$ cat config.mk
export PLATFORM = sky130hd
export DESIGN_NAME = ddr_bank_sched
export DESIGN_NICKNAME = d
export VERILOG_FILES = /design/src/rtl/ddr_bank_sched.sv
export SDC_FILE = /design/constraint.sdc
export NUM_CORES = 1
export LEC_CHECK = 0
export ABC_AREA = 0
export BUFFER_PORTS_ARGS = -buffer_cell sky130_fd_sc_hd__buf_4
export CAP_MARGIN = 5
export CORE_MARGIN = 2
export CORE_UTILIZATION = 25
export DETAILED_ROUTE_END_ITERATION = 6
export GPL_ROUTABILITY_DRIVEN = 0
export HOLD_SLACK_MARGIN = 0.02
export PLACE_DENSITY = 0.44
export RECOVER_POWER = 100
export SLEW_MARGIN = 20
export SYNTH_ARGS = -nofsm -noshare
export SYNTH_HDL_FRONTEND = slang
export SYNTH_SLANG_ARGS = --single-unit
$ cat constraint.sdc
create_clock -name clock -period 4.4 [get_ports clock]
set_clock_uncertainty 0.15 [all_clocks]
set_input_delay 0.22 -clock clock [delete_from_list [all_inputs] [get_ports clock]]
set_output_delay 0.22 -clock clock [all_outputs]
set_load 0.02 [all_outputs]
$ cat src/rtl/ddr_bank_sched.sv
// In-order multi-bank DDR4 command scheduler with open-page policy and tRCD/tRAS/tRP/tCCD timers.
// Optional auto-precharge (RDA/WRA) support is enabled by defining DDR_SCHED_AUTO_PRE_EN.
module ddr_bank_sched #(
  parameter int unsigned NUM_BANKS   = 4,
  parameter int unsigned ROW_W       = 15,
  parameter int unsigned COL_W       = 10,
  parameter int unsigned QUEUE_DEPTH = 8,
  parameter int unsigned CNT_W       = 6,
  localparam int unsigned BANK_W     = $clog2(NUM_BANKS),
  localparam int unsigned QA_W       = $clog2(QUEUE_DEPTH)
) (
  input  logic              clock,
  input  logic              reset_n,
  input  logic              req_valid,
  output logic              req_ready,
  input  logic              req_write,
  input  logic [BANK_W-1:0] req_bank,
  input  logic [ROW_W-1:0]  req_row,
  input  logic [COL_W-1:0]  req_col,
  input  logic              req_auto_pre,
  input  logic [CNT_W-1:0]  t_rcd,
  input  logic [CNT_W-1:0]  t_ras,
  input  logic [CNT_W-1:0]  t_rp,
  input  logic [CNT_W-1:0]  t_ccd,
  output logic              cmd_valid,
  output logic [2:0]        cmd_type,
  output logic [BANK_W-1:0] cmd_bank,
  output logic [ROW_W-1:0]  cmd_row,
  output logic [COL_W-1:0]  cmd_col,
  output logic              dev_busy
);

  typedef enum logic [2:0] {
    CmdNop = 3'd0, CmdAct = 3'd1, CmdRd = 3'd2, CmdWr = 3'd3,
    CmdPre = 3'd4, CmdRda = 3'd5, CmdWra = 3'd6
  } cmd_e;

  localparam logic [QA_W:0] QFull = (QA_W + 1)'(QUEUE_DEPTH);

  // Timers hold (cycles - 1) so a zero value means the gated command may issue this cycle.
  function automatic logic [CNT_W-1:0] ld_val(input logic [CNT_W-1:0] t);
    return (t == '0) ? '0 : t - 1'b1;
  endfunction

  function automatic logic [CNT_W:0] eff(input logic [CNT_W-1:0] t);
    return (t == '0) ? (CNT_W + 1)'(1) : {1'b0, t};
  endfunction

  // Queue storage (no reset needed; validity is tracked by count_q)
  logic              q_write_q [QUEUE_DEPTH];
  logic [BANK_W-1:0] q_bank_q  [QUEUE_DEPTH];
  logic [ROW_W-1:0]  q_row_q   [QUEUE_DEPTH];
  logic [COL_W-1:0]  q_col_q   [QUEUE_DEPTH];
  logic [QA_W-1:0]   wr_ptr_q, rd_ptr_q;
  logic [QA_W:0]     count_q, count_d;

  logic              open_q     [NUM_BANKS], open_d     [NUM_BANKS];
  logic [ROW_W-1:0]  open_row_q [NUM_BANKS], open_row_d [NUM_BANKS];
  logic [CNT_W-1:0]  rcd_tmr_q  [NUM_BANKS], rcd_tmr_d  [NUM_BANKS];
  logic [CNT_W-1:0]  ras_tmr_q  [NUM_BANKS], ras_tmr_d  [NUM_BANKS];
  logic [CNT_W:0]    rp_tmr_q   [NUM_BANKS], rp_tmr_d   [NUM_BANKS];
  logic [CNT_W-1:0]  ccd_tmr_q, ccd_tmr_d;

  cmd_e              cmd_type_q, cmd_type_d;
  logic [BANK_W-1:0] cmd_bank_q, cmd_bank_d;
  logic [ROW_W-1:0]  cmd_row_q, cmd_row_d;
  logic [COL_W-1:0]  cmd_col_q, cmd_col_d;
  logic              cmd_valid_q;

  logic              enq, head_valid, do_act, do_pre, do_cas, tmr_busy;
  logic              h_write, h_ap;
  logic [BANK_W-1:0] h_bank;
  logic [ROW_W-1:0]  h_row;
  logic [COL_W-1:0]  h_col;
  logic [CNT_W:0]    rda_rp;

  assign req_ready  = (count_q != QFull);
  assign enq        = req_valid && req_ready;
  assign head_valid = (count_q != '0);
  assign h_write    = q_write_q[rd_ptr_q];
  assign h_bank     = q_bank_q[rd_ptr_q];
  assign h_row      = q_row_q[rd_ptr_q];
  assign h_col      = q_col_q[rd_ptr_q];
  assign rda_rp     = eff(t_ccd) + eff(t_rp) - (CNT_W + 1)'(1);

`ifdef DDR_SCHED_AUTO_PRE_EN
  logic q_ap_q [QUEUE_DEPTH];
  always_ff @(posedge clock) begin
    if (enq) q_ap_q[wr_ptr_q] <= req_auto_pre;
  end
  assign h_ap = q_ap_q[rd_ptr_q];
`else
  logic unused_auto_pre;
  assign unused_auto_pre = req_auto_pre;
  assign h_ap = 1'b0;
`endif

  always_ff @(posedge clock) begin
    if (enq) begin
      q_write_q[wr_ptr_q] <= req_write;
      q_bank_q[wr_ptr_q]  <= req_bank;
      q_row_q[wr_ptr_q]   <= req_row;
      q_col_q[wr_ptr_q]   <= req_col;
    end
  end

  // Head-of-queue decision; only the head's bank is ever considered
  always_comb begin
    do_act = 1'b0;
    do_pre = 1'b0;
    do_cas = 1'b0;
    if (head_valid) begin
      if (open_q[h_bank]) begin
        if (open_row_q[h_bank] == h_row) begin
          do_cas = (rcd_tmr_q[h_bank] == '0) && (ccd_tmr_q == '0);
        end else begin
          do_pre = (ras_tmr_q[h_bank] == '0);
        end
      end else begin
        do_act = (rp_tmr_q[h_bank] == '0);
      end
    end
  end

  always_comb begin
    cmd_type_d = CmdNop;
    cmd_bank_d = '0;
    cmd_row_d  = '0;
    cmd_col_d  = '0;
    if (do_act) begin
      cmd_type_d = CmdAct;
      cmd_bank_d = h_bank;
      cmd_row_d  = h_row;
    end else if (do_pre) begin
      cmd_type_d = CmdPre;
      cmd_bank_d = h_bank;
      cmd_row_d  = open_row_q[h_bank];
    end else if (do_cas) begin
      cmd_type_d = h_write ? (h_ap ? CmdWra : CmdWr) : (h_ap ? CmdRda : CmdRd);
      cmd_bank_d = h_bank;
      cmd_row_d  = h_row;
      cmd_col_d  = h_col;
    end
  end

  always_comb begin
    count_d = count_q + (QA_W + 1)'(enq) - (QA_W + 1)'(do_cas);
    for (int b = 0; b < NUM_BANKS; b++) begin
      open_d[b]     = open_q[b];
      open_row_d[b] = open_row_q[b];
      rcd_tmr_d[b]  = (rcd_tmr_q[b] != '0) ? rcd_tmr_q[b] - 1'b1 : '0;
      ras_tmr_d[b]  = (ras_tmr_q[b] != '0) ? ras_tmr_q[b] - 1'b1 : '0;
      rp_tmr_d[b]   = (rp_tmr_q[b] != '0) ? rp_tmr_q[b] - 1'b1 : '0;
    end
    ccd_tmr_d = (ccd_tmr_q != '0) ? ccd_tmr_q - 1'b1 : '0;
    if (do_act) begin
      open_d[h_bank]     = 1'b1;
      open_row_d[h_bank] = h_row;
      rcd_tmr_d[h_bank]  = ld_val(t_rcd);
      ras_tmr_d[h_bank]  = ld_val(t_ras);
    end
    if (do_pre) begin
      open_d[h_bank]   = 1'b0;
      rp_tmr_d[h_bank] = {1'b0, ld_val(t_rp)};
    end
    if (do_cas) begin
      ccd_tmr_d = ld_val(t_ccd);
      if (h_ap) begin
        open_d[h_bank]   = 1'b0;
        rp_tmr_d[h_bank] = rda_rp;
      end
    end
  end

  always_comb begin
    tmr_busy = (ccd_tmr_q != '0);
    for (int b = 0; b < NUM_BANKS; b++) begin
      tmr_busy = tmr_busy || (rcd_tmr_q[b] != '0) || (ras_tmr_q[b] != '0) ||
                 (rp_tmr_q[b] != '0);
    end
  end

  always_ff @(posedge clock or negedge reset_n) begin
    if (!reset_n) begin
      wr_ptr_q    <= '0;
      rd_ptr_q    <= '0;
      count_q     <= '0;
      ccd_tmr_q   <= '0;
      cmd_valid_q <= 1'b0;
      cmd_type_q  <= CmdNop;
      cmd_bank_q  <= '0;
      cmd_row_q   <= '0;
      cmd_col_q   <= '0;
      for (int b = 0; b < NUM_BANKS; b++) begin
        open_q[b]     <= 1'b0;
        open_row_q[b] <= '0;
        rcd_tmr_q[b]  <= '0;
        ras_tmr_q[b]  <= '0;
        rp_tmr_q[b]   <= '0;
      end
    end else begin
      if (enq)    wr_ptr_q <= wr_ptr_q + 1'b1;
      if (do_cas) rd_ptr_q <= rd_ptr_q + 1'b1;
      count_q     <= count_d;
      ccd_tmr_q   <= ccd_tmr_d;
      cmd_valid_q <= (cmd_type_d != CmdNop);
      cmd_type_q  <= cmd_type_d;
      cmd_bank_q  <= cmd_bank_d;
      cmd_row_q   <= cmd_row_d;
      cmd_col_q   <= cmd_col_d;
      for (int b = 0; b < NUM_BANKS; b++) begin
        open_q[b]     <= open_d[b];
        open_row_q[b] <= open_row_d[b];
        rcd_tmr_q[b]  <= rcd_tmr_d[b];
        ras_tmr_q[b]  <= ras_tmr_d[b];
        rp_tmr_q[b]   <= rp_tmr_d[b];
      end
    end
  end

  assign cmd_valid = cmd_valid_q;
  assign cmd_type  = cmd_type_q;
  assign cmd_bank  = cmd_bank_q;
  assign cmd_row   = cmd_row_q;
  assign cmd_col   = cmd_col_q;
  assign dev_busy  = head_valid || tmr_busy;

endmodule

# ---- Word-level counts from Yosys, hierarchy flattened
# Memory sizes are Yosys's and may differ from the RTL's.
# Index checks and enable logic that the tools add are counted.
dict set report word_totals {
  register_bits 187
  ram_bits 224
  output_inout_bits 33
  word_cells 174
  memories 4
}
# name words word_bits rd rd_clocked_by_memory_dff write_ports line_no
set mem_list {}
lappend mem_list {q_row_q 8 15 1 0 1 52} ;# logic [ROW_W-1:0] q_row_q [QUEUE_DEPTH];
lappend mem_list {q_col_q 8 10 1 0 1 53} ;# logic [COL_W-1:0] q_col_q [QUEUE_DEPTH];
lappend mem_list {q_bank_q 8 2 1 0 1 51} ;# logic [BANK_W-1:0] q_bank_q [QUEUE_DEPTH];
lappend mem_list {q_write_q 8 1 1 0 1 50} ;# logic q_write_q [QUEUE_DEPTH];
dict set report classes {
  n_addsub 21
  order_cmp 2
  n_eq_ne 2
  n_mux 73
  n_bitwise 4
  n_reduce_logical 39
}
# operator n
set ops {}
lappend ops {{$mux 6} 19}
lappend ops {{$mux 15} 6}
lappend ops {{$sub 6x1->6 const B} 13}
lappend ops {{$bwmux 60} 1}
lappend ops {{$reduce_bool 6->1} 9}
lappend ops {{$mux 7} 7}
lappend ops {{$bwmux 24} 2}
lappend ops {{$mux 24} 2}
lappend ops {{$logic_not 6->1} 7}
lappend ops {{$bmux 15 s2} 1}
lappend ops {{$demux 15 s2} 1}
lappend ops {{$mux 10} 3}
lappend ops {{$bwmux 28} 1}
lappend ops {{$mux 28} 1}
lappend ops {{$reduce_bool 7->1} 4}
lappend ops {{$sub 7x1->7 const B} 4}
lappend ops {{$bmux 6 s2} 2}
lappend ops {{$eq 15x15->1} 1}
lappend ops {{$bmux 7 s2} 1}
lappend ops {{$demux 7 s2} 1}
lappend ops {{$mux 1} 14}
lappend ops {{$logic_or 1x1->1} 13}
lappend ops {{$demux 6 s2} 1}
lappend ops {{$mux 2} 4}
lappend ops {{18 further kinds} 23}

# ---- Depth between registers and ports, before layout
dict set report depth {
  ltp_word 14
  depth_mapped 19
  mapped_depth_nobuf 14
}

# ---- Worst setup path after synthesis
# No wires, ideal clock.
dict set report synth_path {
  kind {flip-flop to flip-flop}
  from {register rd_ptr_q[0]}
  to {register count_q[2]}
  setup_time_ns 0.123
  arrival_time_ns 4.399
  required_time_ns 4.127
  setup_slack_ns -0.272
  stages_incl_launch_ff 19
  cell_sequence {dfrtp_1 > buf_6 > buf_12 > mux4_2 > mux2i_1 > buf_6 > mux2i_1 > nand2_1 > a2111oi_0 > or4b_1 > clkbuf_1 > clkbuf_1 > inv_1 > ha_1 > inv_1 > ha_1 > inv_1 > fa_1 > xnor2_1}
}
dict set report synth_via {
  elab_chain_cells 11
  word_cells_on_any_way 19
  cone_classes {add/sub (1); eq/ne (1); mux (12); bitwise (1); reduce/logical (2); memory (2)}
}
# item line_no
set synth_rtl {}
lappend synth_rtl {{from (decl)} 54} ;# logic [QA_W-1:0] wr_ptr_q, rd_ptr_q;
lappend synth_rtl {{from (signal assigned)} 203} ;# if (do_cas) rd_ptr_q <= rd_ptr_q + 1'b1;
lappend synth_rtl {{branches (longest 8 deep; another with $mem_v2 8x2)} n/a}
lappend synth_rtl {{$mux 1 *} 113} ;# if (open_q[h_bank]) begin
lappend synth_rtl {{$mux 1 *} 112} ;# if (head_valid) begin
lappend synth_rtl {{$sub 4x1->4 *} 147} ;# count_d = count_q + (QA_W + 1)'(enq) - (QA_W + 1)'(do_cas);
lappend synth_rtl {{via count_d[2]} 55} ;# logic [QA_W:0] count_q, count_d;
lappend synth_rtl {{to (signal assigned)} 204} ;# count_q <= count_d;
lappend synth_rtl {{to (decl)} 55}
# Mark *: on every way through the listed nets, which the timed path passes. The select of a mux whose other input is x is not followed.
# A chain may end at the register's enable or synchronous reset.

# ---- Final worst setup path
dict set report layout_path {
  from {register rd_ptr_q[0]}
  to {register count_q[1]}
}
# Same word-level chain as after synthesis.

==> flow_results.org <==
** Critical path
- Walking the worst path, the cells encountered are mux2i_1 > mux4_2 > buf_4 > buf_6 > mux2i_1 > mux2i_2 > xnor2_1 > or4_4 > or4b_4 > inv_2 > ha_4 > inv_2 > ha_4 > inv_2 > fa_1 > inv_1.
- The slowest stage of the critical path belongs to the cell or4b_4.
- The critical path is of the reg2reg type.
- Kind of launch point of the worst setup path :: flip-flop
- Among the stages of the critical path, the cell type that occurs most often is inv_2.
- Setup slack on the worst reg-to-reg path comes out at 0.005 ns.
- At the worst endpoint, the required time is about 4.7 ns.
- For this run, the slowest stage of the critical path takes 0.58 ns.
- WP data arrival :: 4.70 ns
- Among cell families on the critical path, the largest total delay comes from simple AND/OR/NAND/NOR gates.
- Max Fanout on Critical Path :: 7
- STA classifies the critical path endpoint as a flip-flop.
- Buffer and inverter count on the worst path :: 6

** Clocking
- Clock tree synthesis found a total of between 400 and 500 sinks.
- Clock Tree Buf Depth :: 3
- TritonCTS built the clock tree.
- After clock tree synthesis, the clock-pin slew on the worst setup and hold paths is 0.06 ns.
- For the worst-skew pair, the clock arrives at the later sink with an insertion delay of 0.60 ns.
- The H-tree was split into 2 levels.
- Clock tree root buffer cell :: clkbuf_16
- Number of buffers created by CTS :: 48

** Die
- Die H :: 275 um
- Die Area :: between 70000 and 80000 um^2
- Placeable core region :: 72700 um^2
- For this design the top-level I/O count stands at 89.
- For this configuration, the core starts out at a cell density of between 20% and 30%.
- The floorplan has ~100 rows.
- The die is 275 um wide.

** Logic synthesis
- Of the post-synthesis cell area, the dominant cell type holds 36.7%.
- Number of distinct library cell variants in the gate-level netlist after synthesis :: 64
- Ranked by total cell area, the synthesized netlist is headed by edfxtp_1, dfrtp_1, mux4_2, mux2i_1, nor2_1.
- Combinational family with the most area after synthesis :: multiplexers
- Fraction of the mapped netlist area in adder cells :: 2.23%
- The synthesized netlist occupies a cell area of 18300 um^2.
- Mux cell area share after synthesis :: a little over an eighth
- The synthesized netlist devotes 10.1% of its cell area to simple gates.
- By count the netlist is led by edfxtp_1, dfrtp_1, nor2_1, nand2_1, a21oi_1.
- Synthesis inferred about 410 register bits.
- Yosys printed 0 warnings.
- Counting flops with an async set or reset pin after synthesis yields a share of 45.5%.
- Number of synthesized flops with an enable pin :: about 220
- Net Count, Synth :: 1439
- In the synthesized netlist the dominant register cell turns out to be edfxtp_1.
- After technology mapping, the gate count stands at 1351.
- Summing the areas of all compound-gate instances in the mapped netlist gives 6.20% of the synthesized area.
- Largest area contributor in the synthesized netlist :: edfxtp_1
- Xor-xnor portion of the synthesized cell area :: between 3 and 4%
- Sequential cell area fraction in the yosys report :: roughly 62%
- Library cell with the highest instance count after synthesis :: edfxtp_1
- Synthesized area per cell :: roughly 14 um^2

** Run status
- Failing checks :: capacitance limit, slew limit
- The flow ran to the end, but the final reports show violations.

** Timing
- Max-slew violation total from the final report :: 185
- Final setup vio count :: 0
- Fin worst setup slack :: 0.00464 ns
- Period utilisation layout :: 99.9%
- After layout, the minimum clock period comes to 4.40 ns.
- Max_slew headroom :: -59.7%
- Unrepaired setup endpoints after global routing :: yes
- Final-report hold violation count :: 0
- Timing would allow up to 228 MHz.
- Measured slew at the worst slew-check pin :: 2.40 ns
- Tightest hold margin :: 0.0495 ns

** Final layout
- Relative to the synthesized area, the layout overhead comes to 26.6%.
- In the final layout, the share of cells above drive strength 1 is a little over a fifth.
- Total number of nets in the final design :: 1711
- Once layout is done, the placed cells without fillers occupy 23200 um^2.
- Count of non-filler cells in the finished layout :: 2622

** Power and ir drop
- Tot Pwr :: 0.0136 W
- Power spread over the standard cell area amounts to 586 nW/um^2.
- Across the VDD grid, the largest voltage drop is 0.000296 V.
- For this design the static power due to leakage is 8.62 nW.

** Placed design
- HPWL after DPL :: 30.8 mm
- Setup slack at placement :: -0.102 ns
- In this run the tool buffered the top-level ports with 87 buffer cells.
- Total cell area at the placement stage :: between 20000 and 25000 um^2
- In this run, placement finished with an instance count of 2443.

** GRT
- Total routing usage reported by global routing :: 12.4%
- The first global-routing pass estimated 72.0 mm of wire.
- Number of antenna violations at the first check in global routing :: 1
- Entering global routing, the biggest net connects between 100 and 150 pins.
- Congestion Overflow GR :: 0
- Number of global-route vias before repair :: 12100

** Run
- Across the run, the number of max-cap violations was 6.

** Min path
- The path class of the tightest hold or removal check is in2reg.

** Route
- For this block, the initial DRC count from the detailed router was just under 600.
- Vias :: 11600
- The first TritonRoute pass finished after 7 iterations.
- Drt via density :: 4.42
- For this run, design rule violations remaining after detail routing come to 0.
- In the final routed layout, each cell accounts on average for 17.7 um.
- Once detail routing completed, the nets flagged for antenna violations numbered 0.
- Summed over all layers, the routed wires come to roughly 46 mm.
-- where the power goes --
| group | switching, W | internal [W] |
|---|---|---|
| clock network | 0.00162 | 0.00232 |
| registers | 0.000654 | 0.00518 |
| logic | 0.00201 | 0.00180 |
-- what timing repair did --
| action | in CTS | in global routing |
|---|---|---|
| hold buffers | 53 | 0 |
| endpoints found under the setup margin | 3 | 6 |
| resized for setup | 32 | 16 |
| setup buffers | 26 | 8 |
| gates cloned | 3 | 0 |
| pin swaps | 3 | 7 |
| endpoints found under the hold margin | 364 | 0 |
-- path summary, 6_finish.rpt --
check                         startpoint       endpoint  cells past startpoint
min in group asynchronous        reset_n    rp_tmr_q[3]                      2
min reg2reg                rcd_tmr_q[18]  rcd_tmr_q[18]                      1
max                          rd_ptr_q[0]     count_q[1]                     16
max in group asynchronous        reset_n  ras_tmr_q[13]                      3
min                              t_rp[3]   rp_tmr_q[24]                      4
max reg2reg                  rd_ptr_q[0]     count_q[1]                     16
-- sequential cells by signal, summed over array words and instances (netlist names), 8 cells and up --
| register | count |
|---|---|
| cmd_col | 10 |
| cmd_row | 15 |
| open_row_q | 60 |
| q_bank_q | 16 |
| q_col_q | 80 |
| q_row_q | 120 |
| q_write_q | 8 |
| ras_tmr_q | 24 |
| rcd_tmr_q | 24 |
| rp_tmr_q | 28 |
-- cell families after synthesis --
| group | Yosys count |
|---|---|
| DFF | 411 |
| and+or+nand+nor | 391 |
| AOI/OAI and AO/OA | 181 |
| muxes | 161 |
| buffers and inverters | 104 |
| xor gates and xnor gates | 71 |
| adders and majority gates | 32 |
-- through the flow --
stage | util [%] | TNS [ns]
after floorplan | - | 0
after global placement | 28.7 | -0.423
after detailed placement | 28.7 | -0.272
after CTS | 32.2 | -0.0311
after global routing | 31.9 | -1.81
final | 31.9 | 0
-- routing by layer --
| metal | vias to the layer above | part of all wire (%) | global-route usage [%] | routed length [um] |
|---|---|---|---|---|
| met2 | 161 | 50 | 21.3 | 23000 |
| met1 | 5840 | 45 | 16.2 | 20900 |
| met3 | 80 | 3.0 | 1.89 | 1390 |
| met5 | - | 0.028 | 0 | 13 |
| met4 | 2 | 2.2 | 3.62 | 1020 |
| li1 | 5517 | - | - | - |
-- tightest hold or removal path, cell delays in order --
cell     delay, ns
buf_4         0.10
xor2_1        0.07
nand2_1       0.22
mux2i_1       0.12
-- cell type report --
type	instances	area [um^2]
fillers	7239	49500
inverters	50	188
well taps	959	1200
diodes	1	2.50
clock buffers	65	1340
repair buffers	276	2170
flip-flops and latches	411	11400
clock inverters	24	245
multi-input cells	836	6630
-- cell usage in the layout (no fill, tap or decap), types with 29 or more instances in the layout --
| cell type | n |
|---|---|
| xnor2_1 | 44 |
| clkbuf_1 | 78 |
| nand2_1 | 102 |
| nor2_1 | 162 |
| buf_4 | 124 |
| mux4_2 | 56 |
| inv_1 | 46 |
| ha_1 | 29 |
| edfxtp_1 | 224 |
| nor3_1 | 35 |
| o31ai_1 | 34 |
| a21oi_1 | 92 |
| clkbuf_16 | 48 |
| dlygate4sd3_1 | 53 |
| dfrtp_1 | 184 |
| mux2i_1 | 69 |
(Power assumes the default switching activity.)
